--- src/rtl/inspection_sampler.sv ---
// Sensor front-end: debounces present/weight/size/color, settles each item, then grades a fixed window.
// Optional 2-flop input synchronizers when INSPECTION_SAMPLER_SYNC_EN is defined.
module inspection_sampler #(
    parameter int DEBOUNCE_CYCLES = 4,
    parameter int SETTLE_CYCLES   = 8,
    parameter int WINDOW_CYCLES   = 16,
    parameter int HIT_THRESHOLD   = 12
) (
    input  logic clk,
    input  logic rst_n,
    input  logic present_raw_i,
    input  logic weight_raw_i,
    input  logic size_raw_i,
    input  logic color_raw_i,
    output logic weight_ok_o,
    output logic size_ok_o,
    output logic color_ok_o,
    output logic sample_valid_o,
    output logic busy_o
);
    localparam int DW = $clog2(DEBOUNCE_CYCLES + 1);
    localparam int SW = $clog2(SETTLE_CYCLES + 1);
    localparam int WW = $clog2(WINDOW_CYCLES + 1);
    localparam int HW = $clog2(WINDOW_CYCLES + 1);

    typedef enum logic [2:0] {
        IDLE       = 3'd0,
        SETTLE     = 3'd1,
        MEASURE    = 3'd2,
        PUBLISH    = 3'd3,
        WAIT_CLEAR = 3'd4
    } state_t;

    // Bit order everywhere: 0 present, 1 weight, 2 size, 3 color.
    logic [3:0] raw_vec;
    logic [3:0] cond_vec;
    logic [3:0] db_vec;

    assign raw_vec = {color_raw_i, size_raw_i, weight_raw_i, present_raw_i};

`ifdef INSPECTION_SAMPLER_SYNC_EN
    logic [3:0] sync1_reg;
    logic [3:0] sync2_reg;

    always_ff @(posedge clk) begin
        if (!rst_n) begin
            sync1_reg <= '0;
            sync2_reg <= '0;
        end else begin
            sync1_reg <= raw_vec;
            sync2_reg <= sync1_reg;
        end
    end

    assign cond_vec = sync2_reg;
`else
    assign cond_vec = raw_vec;
`endif

    genvar gi;
    generate
        for (gi = 0; gi < 4; gi++) begin : g_db
            logic          db_reg;
            logic [DW-1:0] cnt_reg;

            always_ff @(posedge clk) begin
                if (!rst_n) begin
                    db_reg  <= 1'b0;
                    cnt_reg <= '0;
                end else if (cond_vec[gi] == db_reg) begin
                    cnt_reg <= '0;
                end else if (cnt_reg == DW'(DEBOUNCE_CYCLES - 1)) begin
                    db_reg  <= cond_vec[gi];
                    cnt_reg <= '0;
                end else begin
                    cnt_reg <= cnt_reg + 1'b1;
                end
            end

            assign db_vec[gi] = db_reg;
        end
    endgenerate

    logic          db_present;
    logic [2:0]    db_sens;
    logic [HW-1:0] hit_reg [3];
    logic [HW-1:0] hit_next [3];
    logic [2:0]    final_ok;

    assign db_present = db_vec[0];
    assign db_sens    = db_vec[3:1];

    // The final window sample is folded in here so the verdict lands on the last MEASURE edge.
    generate
        for (gi = 0; gi < 3; gi++) begin : g_hit
            assign hit_next[gi] = hit_reg[gi] + HW'(db_sens[gi]);
            assign final_ok[gi] = (hit_next[gi] >= HW'(HIT_THRESHOLD));
        end
    endgenerate

    state_t        state_reg;
    logic [SW-1:0] settle_cnt_reg;
    logic [WW-1:0] win_cnt_reg;
    logic [2:0]    ok_reg;
    logic          valid_reg;

    always_ff @(posedge clk) begin
        if (!rst_n) begin
            state_reg      <= IDLE;
            settle_cnt_reg <= '0;
            win_cnt_reg    <= '0;
            ok_reg         <= '0;
            valid_reg      <= 1'b0;
            for (int i = 0; i < 3; i++) hit_reg[i] <= '0;
        end else begin
            valid_reg <= 1'b0;
            case (state_reg)
                IDLE: begin
                    if (db_present) begin
                        state_reg      <= SETTLE;
                        settle_cnt_reg <= '0;
                    end
                end
                SETTLE: begin
                    if (!db_present) begin
                        state_reg <= IDLE;
                    end else if (settle_cnt_reg == SW'(SETTLE_CYCLES - 1)) begin
                        state_reg   <= MEASURE;
                        win_cnt_reg <= '0;
                        for (int i = 0; i < 3; i++) hit_reg[i] <= '0;
                    end else begin
                        settle_cnt_reg <= settle_cnt_reg + 1'b1;
                    end
                end
                MEASURE: begin
                    // Removal wins over a publish on the same edge.
                    if (!db_present) begin
                        state_reg <= IDLE;
                    end else begin
                        for (int i = 0; i < 3; i++) hit_reg[i] <= hit_next[i];
                        if (win_cnt_reg == WW'(WINDOW_CYCLES - 1)) begin
                            state_reg <= PUBLISH;
                            ok_reg    <= final_ok;
                            valid_reg <= 1'b1;
                        end else begin
                            win_cnt_reg <= win_cnt_reg + 1'b1;
                        end
                    end
                end
                PUBLISH: begin
                    state_reg <= WAIT_CLEAR;
                end
                WAIT_CLEAR: begin
                    if (!db_present) state_reg <= IDLE;
                end
                default: state_reg <= IDLE;
            endcase
        end
    end

    assign weight_ok_o    = ok_reg[0];
    assign size_ok_o      = ok_reg[1];
    assign color_ok_o     = ok_reg[2];
    assign sample_valid_o = valid_reg;
    assign busy_o         = (state_reg != IDLE);
endmodule
--- config.mk ---
export PLATFORM = sky130hd
export DESIGN_NAME = inspection_sampler
export DESIGN_NICKNAME = d
export VERILOG_FILES = /design/src/rtl/inspection_sampler.sv
export SDC_FILE = /design/constraint.sdc
export NUM_CORES = 1
export LEC_CHECK = 0
export BUFFER_PORTS_ARGS = -buffer_cell sky130_fd_sc_hd__buf_2
export CAP_MARGIN = 10
export CORE_MARGIN = 4
export CORE_UTILIZATION = 52
export CTS_CLUSTER_DIAMETER = 60
export CTS_CLUSTER_SIZE = 24
export DETAILED_ROUTE_END_ITERATION = 7
export MAX_ROUTING_LAYER = met4
export PLACE_DENSITY = 0.75
export SETUP_SLACK_MARGIN = 0.4
export SYNTH_ARGS = -nofsm -noshare
export SYNTH_HDL_FRONTEND = slang
export SYNTH_SLANG_ARGS = --single-unit
--- constraint.sdc ---
create_clock -name clk -period 3.5 [get_ports clk]
set_input_delay 0.525 -clock clk [delete_from_list [all_inputs] [get_ports clk]]
set_output_delay 0.525 -clock clk [all_outputs]
set_load 0.02 [all_outputs]
; ---- Yosys cells after proc, flatten, opt, wreduce, memory -nomap -nowiden
; Memory sizes are Yosys's and may differ from the RTL's.
; Cells that the tools add are included.
; Widths: inputs -> output; s select.
[totals]
ff_bits = 32
mem_bits_rw = 15
output_inout_bits = 5
word_cells = 110
mem_count = 1
[classes]
add_sub_neg = 9
n_lt_le_gt_ge = 3
eq_ne = 23
n_mux = 33
n_bitwise = 11
n_reduce_logical = 17
[memory_table]
columns = memory, depth, word_bits, read_ports, rd_clocked_by_memory_dff, write_ports, line_no
row1 = hit_reg, 3, 5, 3, 0, 3, 86  ; logic [HW-1:0] hit_reg [3];
[op_table]
columns = cell, n
row1 = $mux 5, 10
row2 = $eq 3x2->1 const B, 6
row3 = $mux 3, 6
row4 = $add 5x1->5, 3
row5 = $ge 5x4->1 const B, 3
row6 = $pmux 3 s5, 1
row7 = $ne 2x2->1 const B, 7
row8 = $add 3x1->3 const B, 4
row9 = $mux 4, 3
row10 = $reduce_or 3->1, 4
row11 = $mux 1, 11
row12 = $pmux 5 s2, 1
row13 = $pmux 4 s2, 1
row14 = $reduce_and 2->1, 4
row15 = $reduce_and 4->1, 2
row16 = $ne 3x3->1 const B, 2
row17 = $or 1x1->1, 6
row18 = $reduce_and 3->1, 2
row19 = $add 5x1->5 const B, 1
row20 = $eq 5x4->1 const B, 1
row21 = $not 1->1, 5
row22 = $reduce_and 5->1, 1
row23 = $add 4x1->4 const B, 1
row24 = $eq 1x1->1, 4
row25 = other kinds (6), 7

; ---- Logic depth before layout (Yosys ltp)
; Gate-level depths: netlist (run 1).
[logic_depth]
depth_word = 8
mapped_depth = 7

; ---- Worst setup path after synthesis (run 1)
; Ideal clock, no wire load.
[synth_path]
path_kind = flip-flop to flip-flop
start = register settle_cnt_reg[0]
end = memory hit_reg[0][0] (netlist name) (enable)
setup_ns = 0.408
arrival_ns = 1.982
t_required_ns = 3.092
setup_slack_ns = 1.110
path_stages_with_launch = 6
period_less_slack_ns = 2.390
cell_sequence = dfxtp_1 -> ha_1 -> and3b_1 -> buf_6 -> a21oi_1 -> o21ai_0
[synth_rtl]
columns = item, line_no
row1 = "start, declared", 102  ; logic [SW-1:0] settle_cnt_reg;
row2 = "start signal, assigned", 132  ; settle_cnt_reg <= settle_cnt_reg + 1'b1;
row3 = "end, declared", 86

; ---- Worst setup path in the final report (run 1)
[layout_path]
start = register state_reg[0]
end = output port busy_o
[layout_between]
elab_chain_cells = 1
[layout_lines]
columns = item, line_no
row1 = "start, declared", 101  ; state_t state_reg;
row2 = "start signal, assigned", 109  ; state_reg <= IDLE;
row3 = "start signal, assigned", 120  ; state_reg <= SETTLE;
row4 = "start signal, assigned", 126  ; state_reg <= IDLE;
row5 = $reduce_bool 3->1, 165  ; assign busy_o = (state_reg != IDLE);
row6 = "end, declared", 19  ; output logic busy_o
; Every way passes these cells.

==> results of run 1 <==
-- routing by layer --
layer | up-vias | part of all wire [%]
met5 | - | 0
met4 | 0 | 1.4
met3 | 8 | 3.7
met2 | 13 | 48
met1 | 659 | 47
li1 | 770 | -
-- per-stage QoR --
stage	worst slack [ps]	util [%]
global placement	1823	57.43
finish	1683	60.72
global route	1584	60.72
detailed placement	1768	57.43
CTS	1671	60.72
floorplan	1110	-
-- cells in the final DEF (no fill, tap or decap), drive strengths merged, types with 5 or more instances in the layout --
cell type | netlist | final
edfxtp | 15 | 15
dfxtp | 32 | 32
nand3 | 11 | 11
mux2i | 7 | 7
nand2 | 9 | 9
xor2 | 10 | 10
o21ai | 5 | 5
inv | 13 | 14
clkbuf | 2 | 5
nor2 | 33 | 33
ha | 17 | 17
xnor2 | 11 | 11
nor2b | 9 | 9
and2 | 8 | 8
buf | 4 | 11
-- layout make-up --
cell class	count	share of cell area (%)
multi-input combinational	152	44.17
sequential	47	43.67
clock buffer	5	2.754
clock inverter	3	2.654
tap	50	2.504
timing repair buffer	11	2.303
inverter	13	1.953
-- path summary, 6_finish.rpt --
kind                                   end  depth (start not counted)                            from
min          g_db[1].cnt_reg[0]$_SDFF_PP0_                          1   g_db[1].cnt_reg[0]$_SDFF_PP0_
min reg2reg  g_db[1].cnt_reg[0]$_SDFF_PP0_                          1   g_db[1].cnt_reg[0]$_SDFF_PP0_
max reg2reg   hit_reg[0][14]$_SDFFCE_PN0P_                          5  settle_cnt_reg[0]$_SDFFE_PN0P_
max                                 busy_o                          2       state_reg[0]$_SDFFE_PN0P_
-- cell usage after synthesis (3+ instances only) --
library cell and n:
inv_1 13, nor2_1 33, nand2_1 9, and2_1 8
buf_2 3, mux2i_1 7, nand3_1 11, o21ai_0 5
ha_1 17, nand3b_1 4, edfxtp_1 15, xor2_1 10
dfxtp_1 32, a21oi_1 3, xnor2_1 11, nor2b_1 9
-- cell families (layout without fill, tap and decap cells) --
logic type,after synthesis,in the layout,share of synthesized area (%)
XOR/XNOR,21,21,8.077
AO/OA/AOI/OAI,19,19,7.307
buffers and inverters,19,32,3.626
AND/OR/NAND/NOR,88,88,20.66
flip-flops,47,47,47.91
multiplexers,7,7,3.077
adder cells (fa/ha/maj),17,17,9.340
-- power groups by stage --
stage	clock, W	combinational (W)	sequential (W)
after floorplan	0	0.0000245	0.000592
after global placement	0	0.0000340	0.000593
after detailed placement	0	0.0000348	0.000593
after CTS	0.000485	0.0000352	0.000581
after global routing	0.000506	0.0000411	0.000582
final	0.000468	0.0000346	0.000580
-- worst reg2reg max path, delay by kind of cell (launching register included) --
kind | cells | cell delay (ps)
AOI/OAI and AO/OA | 2 | 270
buffers and inverters | 1 | 240
DFF | 1 | 380
and+or+nand+nor | 1 | 360
adders and majority gates | 1 | 190
==> metrics.md, run 1 <==
| Metric | Value |
|---|---|
| Max VDD drop | `0.3667 mV` |
| Mapped Cells | `218` |
| WHS | `424.4 ps` |
| Number of buffers added for setup after CTS | `0` |
| WP buf/inv | `1` |
| First-pass GRT wire length | `5878 um` |
| Slowest stage cell, crit path | `dfxtp_1` |
| Worst-path cell chain | `or3_1, buf_2` |
| CTS root buf | `clkbuf_8` |
| Grt total ovfl | `0` |
| Area occupied by multi-input gates | `1104 um^2` |
| Die span in x | `74.18 um` |
| Routed Antenna Nets | `0` |
| Post-synth EDFFs | `15` |
| CP delay by family, top | `flip-flops` |
| H-tree levels | `2` |
| Vias | `1450` |
| Status | `finished, final reports clean` |
| Number of DRC markers in iteration 0 | `54` |
| Clock power frac | `43.2%` |
| Iteration count of the initial detailed-routing pass | `4` |
| Synth area leaders | `dfxtp_1 (28%), edfxtp_1 (20%), ha_1 (9.3%)` |
| Unrepaired setup endpoints after global routing | `false` |
| Hold Fails Final Rpt | `0` |
| CP Launch Type | `flip-flop` |
| Effective utilization at floorplan | `55.34%` |
| Ant diodes | `0` |
| Yosys Warn Count | `0` |
| Setup TNS | `0 ps` |
| Largest net degree at the start of global routing | `21` |
| Kind of critical path | `reg2out` |
| Final slew viol count | `0` |
| Synth top area share | `28.13%` |
| Final Cycle Share | `51.92%` |
| Core area | `4115 um^2` |
| CP Data Arrival Time | `1290 ps` |
| Port-buffer cells | `10` |
| Site Rows | `23` |
| Combinational group share of total power | `3.2%` |
| Met3 GRT Util | `5.405%` |
| Drt wl/cell | `12.10 um` |
| GR peak layer | `met2` |
| Post-Layout Cell Count | `281` |
| Net Count, Synth | `241` |
| Fill count | `348` |
| Met1 Use GR | `17.16%` |
| Die ar. | `5502 um^2` |
| Switch share | `19.44%` |
| Clk buf depth | `2` |
| Yosys top cell by area | `dfxtp_1` |
| Syn Std Cell Area | `2277 um^2` |
| Clock latency on the worst-skew pair | `300 ps` |
| Total global-route track usage | `14.66%` |
| Count of final setup violators | `0` |
| Worst slew pin tran | `467.1 ps` |
| Internal power | `0.0008721 W` |
| Reg clk slew, reported paths | `90 ps` |
| FF/Latch Area | `1091 um^2` |
| Nets@finish | `253` |
| Primary FF master, synth | `dfxtp_1` |
| Vias in the first global route | `1374` |
| Seq pwr share | `53.6%` |
| RePlAce Congestion | `0.7259` |
| Min Tclk post-route | `1817 ps` |
| CTS sink cnt | `47` |
| Slowest stage delay, CP | `430 ps` |
| Placed cell area | `2364 um^2` |
| Fraction of registers with async set or reset after synthesis | `0%` |
| Slew margin rel. | `68.82%` |
| Hpwl dp | `2452 um` |
| Max FFs per register | `15` |
| Leakage power figure | `0.9807 nW` |
| Number of I/O pins | `11` |
| Worst min path class | `reg2reg` |
| Sw power | `0.0002105 W` |
| CTS tree | `yes` |
| Skew final | `7.285 ps` |
| Worst Path Required | `2970 ps` |
| Remaining DRCs | `0` |
| Initial antenna violation count | `0` |
| Cts bufs inserted | `5` |
| Dpl cells | `273` |
| Die H | `74.18 um` |
| Highest clock rate | `550.3 MHz` |
| Number of max-cap violations | `0` |
| Share of layout cells above drive strength 1 | `11.26%` |
| Critical path fanouts, max | `10` |
| Syn Area/Cell | `10.45 um^2` |
| Total Power | `0.001083 W` |
| Number of synthesized register bits | `47` |
| Vias/cell | `5.160` |
| Post_cts resized | `0` |
| Sequential area share after synthesis | `47.91%` |
| PD cells | `433.2 nW/um^2` |
| Fin area | `2499 um^2` |
| Synthesis-to-finish area growth | `9.725%` |
| Hold-fix buffers at CTS | `0` |
| CP Capture Type | `primary output` |
| R2r setup slk | `1770 ps` |
| DRT Wirelength | `3400 um` |
| Yosys cell types | `36` |
| Grt met2 use | `23.23%` |
(Power assumes the default switching activity.)
==> run 2, diff against run 1 <==
--- a/config.mk
+++ b/config.mk
@@ -5,6 +5,7 @@
 export SDC_FILE = /design/constraint.sdc
 export NUM_CORES = 1
 export LEC_CHECK = 0
+export ABC_AREA = 1
 export BUFFER_PORTS_ARGS = -buffer_cell sky130_fd_sc_hd__buf_2
 export CAP_MARGIN = 10
 export CORE_MARGIN = 4
@@ -13,7 +14,7 @@
 export CTS_CLUSTER_SIZE = 24
 export DETAILED_ROUTE_END_ITERATION = 7
 export MAX_ROUTING_LAYER = met4
-export PLACE_DENSITY = 0.75
+export PLACE_DENSITY = 0.78
 export SETUP_SLACK_MARGIN = 0.4
 export SYNTH_ARGS = -nofsm -noshare
 export SYNTH_HDL_FRONTEND = slang
==> constraint.sdc (replaced) <==
create_clock -name clk -period 1.5 [get_ports clk]
set_input_delay 0.225 -clock clk [delete_from_list [all_inputs] [get_ports clk]]
set_output_delay 0.225 -clock clk [all_outputs]
set_load 0.02 [all_outputs]
==> metrics.md, run 2 <==
| Metric | Value |
|---|---|
| Status | `finished, final reports clean` |
| Yosys Warn Count | `0` |
| Leading cell types by count after synthesis | `inv_1 (43), dfxtp_1 (32), nor2_1 (32)` |
| Port-buffer cells | `10` |
| Dpl cells | `333` |
| Grt total ovfl | `0` |
| Ant diodes | `0` |
| Vias in the first global route | `1774` |
| Die span in x | `75.12 um` |
| Kind of critical path | `reg2reg` |
| Clock latency on the worst-skew pair | `300 ps` |
| Commonest non-fill, non-tap cells in the layout | `inv_1 (39), nor2_1 (26), buf_4 (21)` |
| Hpwl dp | `3062 um` |
| PD cells | `753.9 nW/um^2` |
| Iteration count of the initial detailed-routing pass | `7` |
| Highest clock rate | `681.3 MHz` |
| Syn Area/Cell | `8.872 um^2` |
| Final slew viol count | `0` |
| Count of final setup violators | `0` |
| Final Cycle Share | `97.85%` |
| Worst Path Required | `1710 ps` |
| Post-layout util | `77.84%` |
| Share of layout cells above drive strength 1 | `48.04%` |
| Placed cell area | `2689 um^2` |
| Vias/cell | `5.344` |
| Yosys top cell by area | `dfxtp_1` |
| First-pass GRT wire length | `8355 um` |
| Clk buf depth | `2` |
| CTS sink cnt | `47` |
| Post-Layout Cell Count | `358` |
| CP Data Arrival Time | `1670 ps` |
| CTS root buf | `clkbuf_8` |
| Primary FF master, synth | `dfxtp_1` |
| CP Capture Type | `flip-flop` |
| Largest net degree at the start of global routing | `16` |
| Unrepaired setup endpoints after global routing | `true` |
| Synthesis-to-finish area growth | `44.71%` |
| Post-synth EDFFs | `15` |
| Core area | `4354 um^2` |
| Initial antenna violation count | `0` |
| Vias | `1913` |
| RePlAce Congestion | `0.8590` |
| Fin area | `3390 um^2` |
| Max VDD drop | `0.7376 mV` |
| Number of synthesized register bits | `47` |
| Mapped Cells | `264` |
| Total global-route track usage | `20.48%` |
| Leading cell type in the layout, fill and taps excluded | `inv_1` |
| Worst slew pin tran | `358.0 ps` |
| Synth area leaders | `dfxtp_1 (27%), edfxtp_1 (19%), ha_1 (9.1%)` |
| Number of max-cap violations | `0` |
| Sequential area share after synthesis | `46.58%` |
| Max FFs per register | `15` |
| Number of DRC markers in iteration 0 | `139` |
| Nets@finish | `328` |
| Min Tclk post-route | `1468 ps` |
| Routed Antenna Nets | `0` |
| DRT Wirelength | `5473 um` |
| Most frequent cell after synthesis | `inv_1` |
| CTS tree | `yes` |
| Syn Std Cell Area | `2342 um^2` |
| Net Count, Synth | `287` |
| Yosys cell types | `30` |
| CP Launch Type | `flip-flop` |
| Number of I/O pins | `11` |
| Skew final | `4.797 ps` |
| Fraction of registers with async set or reset after synthesis | `0%` |
| H-tree levels | `2` |
| Die ar. | `5642 um^2` |
| Critical path fanouts, max | `6` |
| Effective utilization at floorplan | `53.79%` |
| Hold Fails Final Rpt | `0` |
| Site Rows | `24` |
| Die H | `75.12 um` |
| Hold-fix buffers at CTS | `0` |
| Slew margin rel. | `75.88%` |
| Worst min path class | `in2reg` |
| Reg clk slew, reported paths | `90 ps` |
| Remaining DRCs | `0` |
| Synth top area share | `27.35%` |
| Leakage power figure | `1.308 nW` |
| Cts bufs inserted | `5` |
| Drt wl/cell | `15.29 um` |
-- run 2: cell type report --
cell class / instances / area [um^2]
clock buffers: 6 / 93.84
well taps: 52 / 65.06
repair buffers: 36 / 295.3
flip-flops and latches: 47 / 1131
inverters: 47 / 178.9
multi-input cells: 168 / 1588
clock inverters: 2 / 37.54
fillers: 249 / 964.7
-- run 2: worst paths after layout --
kind                                                 endpoint  slack [ps]  cells after the start                     startpoint
worst max register to register    win_cnt_reg[4]$_SDFFE_PN0P_          30                     11    win_cnt_reg[1]$_SDFFE_PN0P_
worst min-delay path                  db_present$_SDFFE_PN0P_         190                      3                  present_raw_i
worst max-delay path              win_cnt_reg[4]$_SDFFE_PN0P_          30                     11    win_cnt_reg[1]$_SDFFE_PN0P_
worst min register to register  g_db[3].cnt_reg[0]$_SDFF_PP0_         420                      1  g_db[3].cnt_reg[0]$_SDFF_PP0_
-- run 2: power by group --
| group | switching [W] | internal, W | leakage, nW | total [W] |
|---|---|---|---|---|
| Clock | 0.000437 | 0.000598 | 0.0626 | 0.00104 |
| Combinational | 0.0000909 | 0.0000698 | 0.822 | 0.000161 |
| Sequential | 0.0000336 | 0.00133 | 0.424 | 0.00136 |
-- run 2: kinds of logic (layout without fill, tap and decap cells) --
group                      after synthesis  count (layout)  synth area share [%]
buffers and inverters                   50              91                 8.493
adders and majority gates               17              17                 9.081
DFF                                     47              47                 46.58
xor gates and xnor gates                 9               9                 3.366
AOI/OAI and AO/OA                       36              36                 8.333
and+or+nand+nor                        105             106                 24.15
-- run 2: metrics by stage --
| stage | setup TNS, ps | setup WS, ps | total power [W] | hold WS (ps) |
|---|---|---|---|---|
| after floorplan | 0 | 33.94 | 0.001462 | 345.3 |
| after global placement | 0 | 41.72 | 0.001497 | 407.7 |
| after detailed placement | 0 | 20.13 | 0.001503 | 411.8 |
| after CTS | 0 | 30.74 | 0.002540 | 168.5 |
| after global routing | -196.0 | -35.83 | 0.002651 | 186.8 |
| final | 0 | 32.24 | 0.002555 | 187.4 |
-- run 2: routing by layer --
metal	track usage, %	up-vias	wire length (um)
met5	-	-	0
met4	5.336	0	157
met3	4.005	16	223
met2	35.98	53	2865
met1	23.82	900	2227
li1	-	944	-
-- run 2: worst max-delay path, stage by stage (launching register included) --
cell	delay (ps)
dfxtp_4	370
ha_4	130
nand2_2	60
nor2_2	90
ha_2	190
inv_2	60
nor2_4	180
nor2_8	60
nand2_4	80
nand2_1	60
nand2_1	50
nor2_1	40
-- run 2: timing repair --
action / 4_1_cts / 5_1_grt
pin swaps: 31 / 23
gates resized for setup: 53 / 39
cloned: 2 / 0
setup endpoints to repair: 58 / 59
buffers inserted: 11 / 4
